## src/rtl/piso_serializer.sv

```systemverilog
// Parallel-in / serial-out shifter: loads a word on valid/ready and sends it one bit per clock.
// Define PISO_PARITY_EN to append one even-parity bit after the data bits of every frame.
module piso_serializer #(
    parameter int WIDTH     = 4,
    parameter bit MSB_FIRST = 1'b1
) (
    input  logic             clk,
    input  logic             reset,
    input  logic [WIDTH-1:0] data_i,
    input  logic             valid_i,
    output logic             ready_o,
    output logic             x_o,
    output logic             busy_o,
    output logic             done_o
);

    localparam int CNT_W = $clog2(WIDTH);
    localparam logic [CNT_W-1:0] LAST_CNT = CNT_W'(WIDTH - 1);

    typedef enum logic [1:0] {
        IDLE   = 2'd0,
        SHIFT  = 2'd1,
        PARITY = 2'd2
    } state_t;

    state_t           r_state;
    state_t           w_stateNext;
    logic [WIDTH-1:0] r_shiftQ;
    logic [WIDTH-1:0] w_shiftNext;
    logic [WIDTH-1:0] w_shifted;
    logic [CNT_W-1:0] r_cnt;
    logic [CNT_W-1:0] w_cntNext;
    logic             w_lastData;
    logic             w_lastBit;
    logic             w_accept;
    logic             w_outBit;

    // The bit being sent always sits at the output end; shifting moves the next one there.
    assign w_shifted  = MSB_FIRST ? {r_shiftQ[WIDTH-2:0], 1'b0} : {1'b0, r_shiftQ[WIDTH-1:1]};
    assign w_outBit   = MSB_FIRST ? r_shiftQ[WIDTH-1] : r_shiftQ[0];
    assign w_lastData = (r_state == SHIFT) && (r_cnt == LAST_CNT);

`ifdef PISO_PARITY_EN
    logic r_parQ;

    always_ff @(posedge clk or posedge reset) begin
        if (reset) begin
            r_parQ <= 1'b0;
        end else if (w_accept) begin
            r_parQ <= ^data_i;
        end
    end

    assign w_lastBit = (r_state == PARITY);
`else
    assign w_lastBit = w_lastData;
`endif

    assign ready_o  = (r_state == IDLE) || w_lastBit;
    assign busy_o   = (r_state != IDLE);
    assign done_o   = w_lastBit;
    assign w_accept = valid_i && ready_o;

    always_ff @(posedge clk or posedge reset) begin
        if (reset) begin
            r_state  <= IDLE;
            r_shiftQ <= '0;
            r_cnt    <= '0;
        end else begin
            r_state  <= w_stateNext;
            r_shiftQ <= w_shiftNext;
            r_cnt    <= w_cntNext;
        end
    end

    // An accept on the last-bit cycle overrides the return to IDLE, giving gap-free frames.
    always_comb begin
        w_stateNext = r_state;
        w_shiftNext = r_shiftQ;
        w_cntNext   = r_cnt;
        x_o         = 1'b0;
        case (r_state)
            SHIFT: begin
                x_o         = w_outBit;
                w_shiftNext = w_shifted;
                if (w_lastData) begin
                    w_cntNext = '0;
`ifdef PISO_PARITY_EN
                    w_stateNext = PARITY;
`else
                    w_stateNext = IDLE;
`endif
                end else begin
                    w_cntNext = r_cnt + CNT_W'(1);
                end
            end
`ifdef PISO_PARITY_EN
            PARITY: begin
                x_o         = r_parQ;
                w_stateNext = IDLE;
                w_cntNext   = '0;
            end
`endif
            default: begin
                w_stateNext = IDLE;
                w_cntNext   = '0;
            end
        endcase
        if (w_accept) begin
            w_stateNext = SHIFT;
            w_shiftNext = data_i;
            w_cntNext   = '0;
        end
    end

endmodule
```

## config.mk

```make
export PLATFORM = sky130hd
export DESIGN_NAME = piso_serializer
export DESIGN_NICKNAME = d
export VERILOG_FILES = /design/src/rtl/piso_serializer.sv
export SDC_FILE = /design/constraint.sdc
export NUM_CORES = 1
export LEC_CHECK = 0
export ABC_AREA = 0
export CORE_AREA = 2 2 39 41
export CTS_BUF_LIST = sky130_fd_sc_hd__clkbuf_8
export DETAILED_ROUTE_END_ITERATION = 6
export DIE_AREA = 0 0 41 43
export SYNTH_ARGS = -nofsm -noshare
export SYNTH_HDL_FRONTEND = slang
export SYNTH_SLANG_ARGS = --single-unit
```

## constraint.sdc

```tcl
create_clock -name clk -period 3.4 [get_ports clk]
set_clock_uncertainty 0.05 [all_clocks]
set_input_delay 0.51 -clock clk [delete_from_list [all_inputs] [get_ports clk]]
set_output_delay 0.51 -clock clk [all_outputs]
set_load 0.01 [all_outputs]
```

==> results of run 1 <==
-- power groups by stage --
stage / Sequential [W] / Clock (W) / Combinational, W
final: 0.000139 / 0.000112 / 0.000161
after global routing: 0.000143 / 0.000119 / 0.000180
after CTS: 0.000140 / 0.000115 / 0.000162
after detailed placement: 0.000141 / 0 / 0.000161
after global placement: 0.000140 / 0 / 0.000162
after floorplan: 0.000136 / 0 / 0.0000982
-- flip-flops by register name, indices dropped and copies added, names as in the netlist --
name and cells:
r_cnt 2, r_shiftQ 4, r_state 1
-- cell usage in the layout, fill, tap and decap left out, drive strengths merged, types with 2 or more instances in the layout --
cell type | Yosys | layout
nor2b | 3 | 3
clkdlybuf4s50 | 0 | 10
and2 | 2 | 2
dfrtp | 7 | 7
o22ai | 3 | 3
a211oi | 3 | 3
nand2b | 2 | 2
inv | 2 | 3
nor2 | 5 | 5
clkbuf | 0 | 3
-- layer usage --
metal | vias to the layer above | wire length [um] | global-route usage [%]
li1 | 144 | - | -
met1 | 127 | 320 | 11.2
met2 | 9 | 270 | 10.6
met3 | 0 | 54 | 4.71
met4 | 0 | 0 | 8.00
met5 | - | 0 | 0
-- through the flow --
| stage | power, W | area [um^2] |
|---|---|---|
| after floorplan | 0.000235 | 338 |
| after global placement | 0.000302 | 453 |
| after detailed placement | 0.000302 | 453 |
| after CTS | 0.000417 | 498 |
| after global routing | 0.000442 | 498 |
| final | 0.000412 | 498 |
-- worst min path at each step --
stage                  start        to  slack (ns)  depth (start not counted)
floorplan              reset  r_cnt[0]        0.26                          1
global placement    r_cnt[0]  r_cnt[0]        0.37                          1
detailed placement  r_cnt[0]  r_cnt[0]        0.38                          1
CTS                 r_cnt[0]  r_cnt[0]        0.39                          1
global route        r_cnt[0]  r_cnt[0]        0.41                          1
finish              r_cnt[0]  r_cnt[0]        0.38                          1
-- synthesized netlist by cell type --
cell / count
nor2b_1: 3
nand2_1: 1
buf_2: 1
a21bo_2: 1
ha_1: 1
o22ai_1: 3
dfrtp_1: 7
nand3_1: 1
mux2i_1: 1
inv_1: 2
o21ai_0: 1
and2_1: 2
nand2b_1: 2
nor2_1: 5
a211oi_1: 3
-- cells by family after synthesis --
group | count (synthesis) | synth area share (%)
AO/OA/AOI/OAI | 8 | 16.7
adder cells (fa/ha/maj) | 1 | 3.70
buffers and inverters | 3 | 3.70
flip-flops | 7 | 51.9
multiplexers | 1 | 2.96
AND/OR/NAND/NOR | 14 | 21.1
-- area by class of cell --
class | instances | area [um^2]
Timing Repair Buffer | 10 | 100
Clock buffer | 3 | 41.3
Clock inverter | 1 | 3.75
Tap cell | 16 | 20.0
Sequential cell | 7 | 175
Inverter | 2 | 7.51
Multi-Input combinational cell | 24 | 150
Fill cell | 146 | 886
==> results.tsv, run 1 <==
metric	value	unit
reg2reg_from	r_cnt[0]	
synth_seq_area_share	51.9	%
cts_root_buf	clkbuf_8	
cts_hold_buf	0	
core_region_area	1380	um^2
cts_setup_buffers	0	
fin_crit_sh	62.3	%
p_seq_share	33.8	%
slowest_delay	0.50	ns
syn-num-nets	42	
diodes	0	
critPathCaptureType	output pin	
antenna_found_initial	0	
cp.depth	3	
clock-sinks	7	
layout.nets	56	
rsz0062_at_grt	no	
yosysUniqueCellTypes	15	
dp_hpwl	467	um
ff2ff_setup_slack	2.16	ns
crit_fanout	5	
reg2regPathDepth	4	
switching_share	30.2	%
powerDensity	826	nW/um^2
cp_slowest_cell	clkdlybuf4s50_1	
io_pins	11	
endpoint	ready_o	
clock_power_share	27.1	%
cts_tree	yes	
tightestPinTransition	0.369	ns
ctsResizeCount	0	
globalplace.congestion	0.664	
die-area	1760	um^2
startpoint_type	flip-flop	
pre_cts_slack	1.53	ns
hold_violations	0	
drive_gt1_share	8.51	%
finalSetupViolCount	0	
clockBufferDepth	2	
finalWorstSetupSlack	1.28	ns
power.switching	0.000124	W
post-place-cells	59	
finalHoldWorstSlack	0.384	ns
setup-tns-final	0	ns
path_buf_inv	1	
critical_path.startpoint	r_cnt[0]	
drc_errors	0	
first_iter_violations	4	
die_y	43	um
antenna_left	0	
synth_area_leaders	dfrtp_1 52%, a211oi_1 6.7%, nor2_1 5.6%	
reg2reg_to	r_shiftQ[1]	
overflow	0	
final_core_util	36.0	%
cts.clk_slew.worst_paths	0.04	ns
cts_buffers	3	
syn_area_per_cell	9.94	um^2
crit_type	reg2out	
ys_ff_latch	7	
p_leak	0.223	nW
post_drt_wl_per_cell	10.2	um
status	finished, final reports clean	
first_global_vias	246	
worst_ep_arrival_time	1.56	ns
crit_family	buffers and inverters	
first_pass_iters	4	
synth_area_leader_cell	dfrtp_1	
grt_max_degree	12	
htreeDepth	1	
relSlewSlack	75.4	%
fp.dieW	41	um
via_count	280	
maxSlewViolCount	0	
synth_top_area_share	51.9	%
worstPathRequired	2.84	ns
fin_cells	63	
insertion_delay	0.22	ns
min_period	2.12	ns
vdd_ir_drop_max	0.000326	V
grt_pass1_wl	1000	um
maxCapViolCount	0	
max_clock_freq	472	MHz
wl	645	um
avgViaCountPerCell	4.44	
portBuffers	10	
grtUsageTotal	9.01	%
synthCells	34	
synth_area	338	um^2
combPwrFrac	39.0	%
internal-power	0.000287	W
cp_cell_sequence	ha_1 > nand2b_1 > clkdlybuf4s50_1	
holdCritPathClass	reg2reg	
syn2layout_area_growth	47.4	%
ys_warn_count	0	
initial_utilization	24.4	%
num_rows	14	
Power figures use the tool's default switching activity.
==> run 2, diff against run 1 <==
clock period = 2.1 ns   (was 3.4 ns; I/O delays follow)
==> run 2 against run 1 <==
Net effect:
- hold slack worse by 0.11 ns
- first-iteration DRC count is 25% lower
- sequential power is 62% higher
- flip-flop and latch count stayed put
- wire length is 1.4% lower
- sequential share of layout area stayed put
- total power is 62% higher
- cell area stayed put
- non-clock buffer count stayed put
- critical path type unchanged
- critical endpoint unchanged
- largest cell class unchanged
==> results.tsv, run 2 (same netlist as run 1, synthesis figures left out) <==
metric	value	unit
status	finished, final reports clean	
post-place-cells	59	
worst_ep_arrival_time	1.54	ns
clock-sinks	7	
layout_commonest_cell	clkdlybuf4s50_1	
grt_pass1_wl	1010	um
rsz0062_at_grt	no	
holdCritPathClass	in2async	
avgViaCountPerCell	4.41	
htreeDepth	1	
critPathCaptureType	output pin	
maxCapViolCount	0	
largest_reg_flops	4	
wl	636	um
powerDensity	1330	nW/um^2
globalplace.congestion	0.664	
syn2layout_area_growth	47.4	%
fin_crit_sh	90.8	%
finalSetupViolCount	0	
initial_utilization	24.4	%
crit_fanout	5	
via_count	278	
first_global_vias	253	
insertion_delay	0.22	ns
min_period	1.91	ns
max_clock_freq	525	MHz
layout.nets	56	
setup-tns-final	0	ns
reg.largest.list	r_shiftQ (4), r_cnt (2), r_state (1)	
drive_gt1_share	8.51	%
grtUsageTotal	8.69	%
crit_type	reg2out	
num_rows	14	
cts.clk_slew.worst_paths	0.04	ns
fin_cells	63	
io_pins	11	
cts_buffers	3	
portBuffers	10	
hold_violations	0	
maxSlewViolCount	0	
cts_root_buf	clkbuf_8	
cts_tree	yes	
cts_setup_buffers	0	
core_region_area	1380	um^2
tightestPinTransition	0.373	ns
startpoint_type	flip-flop	
first_pass_iters	2	
cts_hold_buf	0	
dp_hpwl	453	um
die-area	1760	um^2
overflow	0	
max_flop_register	r_shiftQ	
worstPathRequired	1.74	ns
first_iter_violations	3	
die_y	43	um
antenna_found_initial	0	
p_leak	0.223	nW
drc_errors	0	
relSlewSlack	75.1	%
vdd_ir_drop_max	0.000532	V
ctsResizeCount	0	
clockBufferDepth	2	
post_drt_wl_per_cell	10.1	um
grt_max_degree	12	
diodes	0	
fp.dieW	41	um
nFillCells	146	
final_cell_mix	10 x clkdlybuf4s50_1, 7 x dfrtp_1, 5 x nor2_1	
antenna_left	0	
## run 2: cell counts in the layout (fill, tap and decap cells not counted)
No cell type changed its count.
## run 2: power breakdown
group	internal, W	switching, W
clock	0.000126	0.0000552
combinational	0.000146	0.000113
sequential	0.000192	0.0000325
total	0.000464	0.000200
## run 2: per-layer routing
metal / up-vias / GRT usage, % / routed length [um]
met5: - / 0 / 0
li1: 143 / - / -
met3: 0 / 3.14 / 38
met1: 128 / 11.8 / 340
met2: 7 / 10.9 / 257
met4: 0 / 6.00 / 0
## run 2: path summary, 6_finish.rpt
| check | from | end | slack, ns | depth (start not counted) |
|---|---|---|---|---|
| worst max-delay path | r_cnt[0] | ready_o | 0.19 | 3 |
| worst min-delay path | reset | r_shiftQ[1] | 0.28 | 2 |
| worst max register to register | r_cnt[0] | r_shiftQ[1] | 0.88 | 4 |
| worst min register to register | r_cnt[0] | r_cnt[0] | 0.38 | 1 |
| max in group asynchronous | reset | r_shiftQ[3] | 1.50 | 2 |
| min in group clk | r_cnt[0] | r_cnt[0] | 0.38 | 1 |
## run 2: final cells by class
cell class / count / area (um^2) / area share (%)
Multi-Input combinational cell: 24 / 150 / 30.2
Sequential cell: 7 / 175 / 35.2
Inverter: 2 / 7.51 / 1.51
Timing Repair Buffer: 10 / 100 / 20.1
Clock buffer: 3 / 41.3 / 8.29
Clock inverter: 1 / 3.75 / 0.754
Tap cell: 16 / 20.0 / 4.02
## run 2: critical path, stage by stage, from the launching register on
cell             delay [ns]
dfrtp_1                0.37
ha_1                   0.24
nand2b_1               0.20
clkdlybuf4s50_1        0.50
## run 2: stage by stage
stage	area, um^2	power (W)	hold slack, ns	utilization [%]	setup slack, ns
floorplan	338	0.000380	0.0684	-	0.930
global placement	453	0.000489	0.370	32.7	0.443
detailed placement	453	0.000486	0.381	32.7	0.430
CTS	498	0.000675	0.286	36.0	0.179
global route	498	0.000726	0.310	36.0	0.128
finish	498	0.000665	0.278	36.0	0.194
==> run 3, diff against run 2 <==
clock period = 2.3 ns   (was 2.1 ns; I/O delays follow)
==> results of run 3 <==
Same layout as run 1 (identical final DEF). Status: finished, final reports clean.
Among the figures that moved: setup slack after placement 1.53 ns -> 0.594 ns; setup slack after layout 1.28 ns -> 0.348 ns; hold slack 0.384 ns -> 0.307 ns; register-to-register setup slack 2.16 ns -> 1.06 ns; total power 0.000412 W -> 0.000608 W; worst IR drop on VDD 0.000326 V -> 0.000481 V
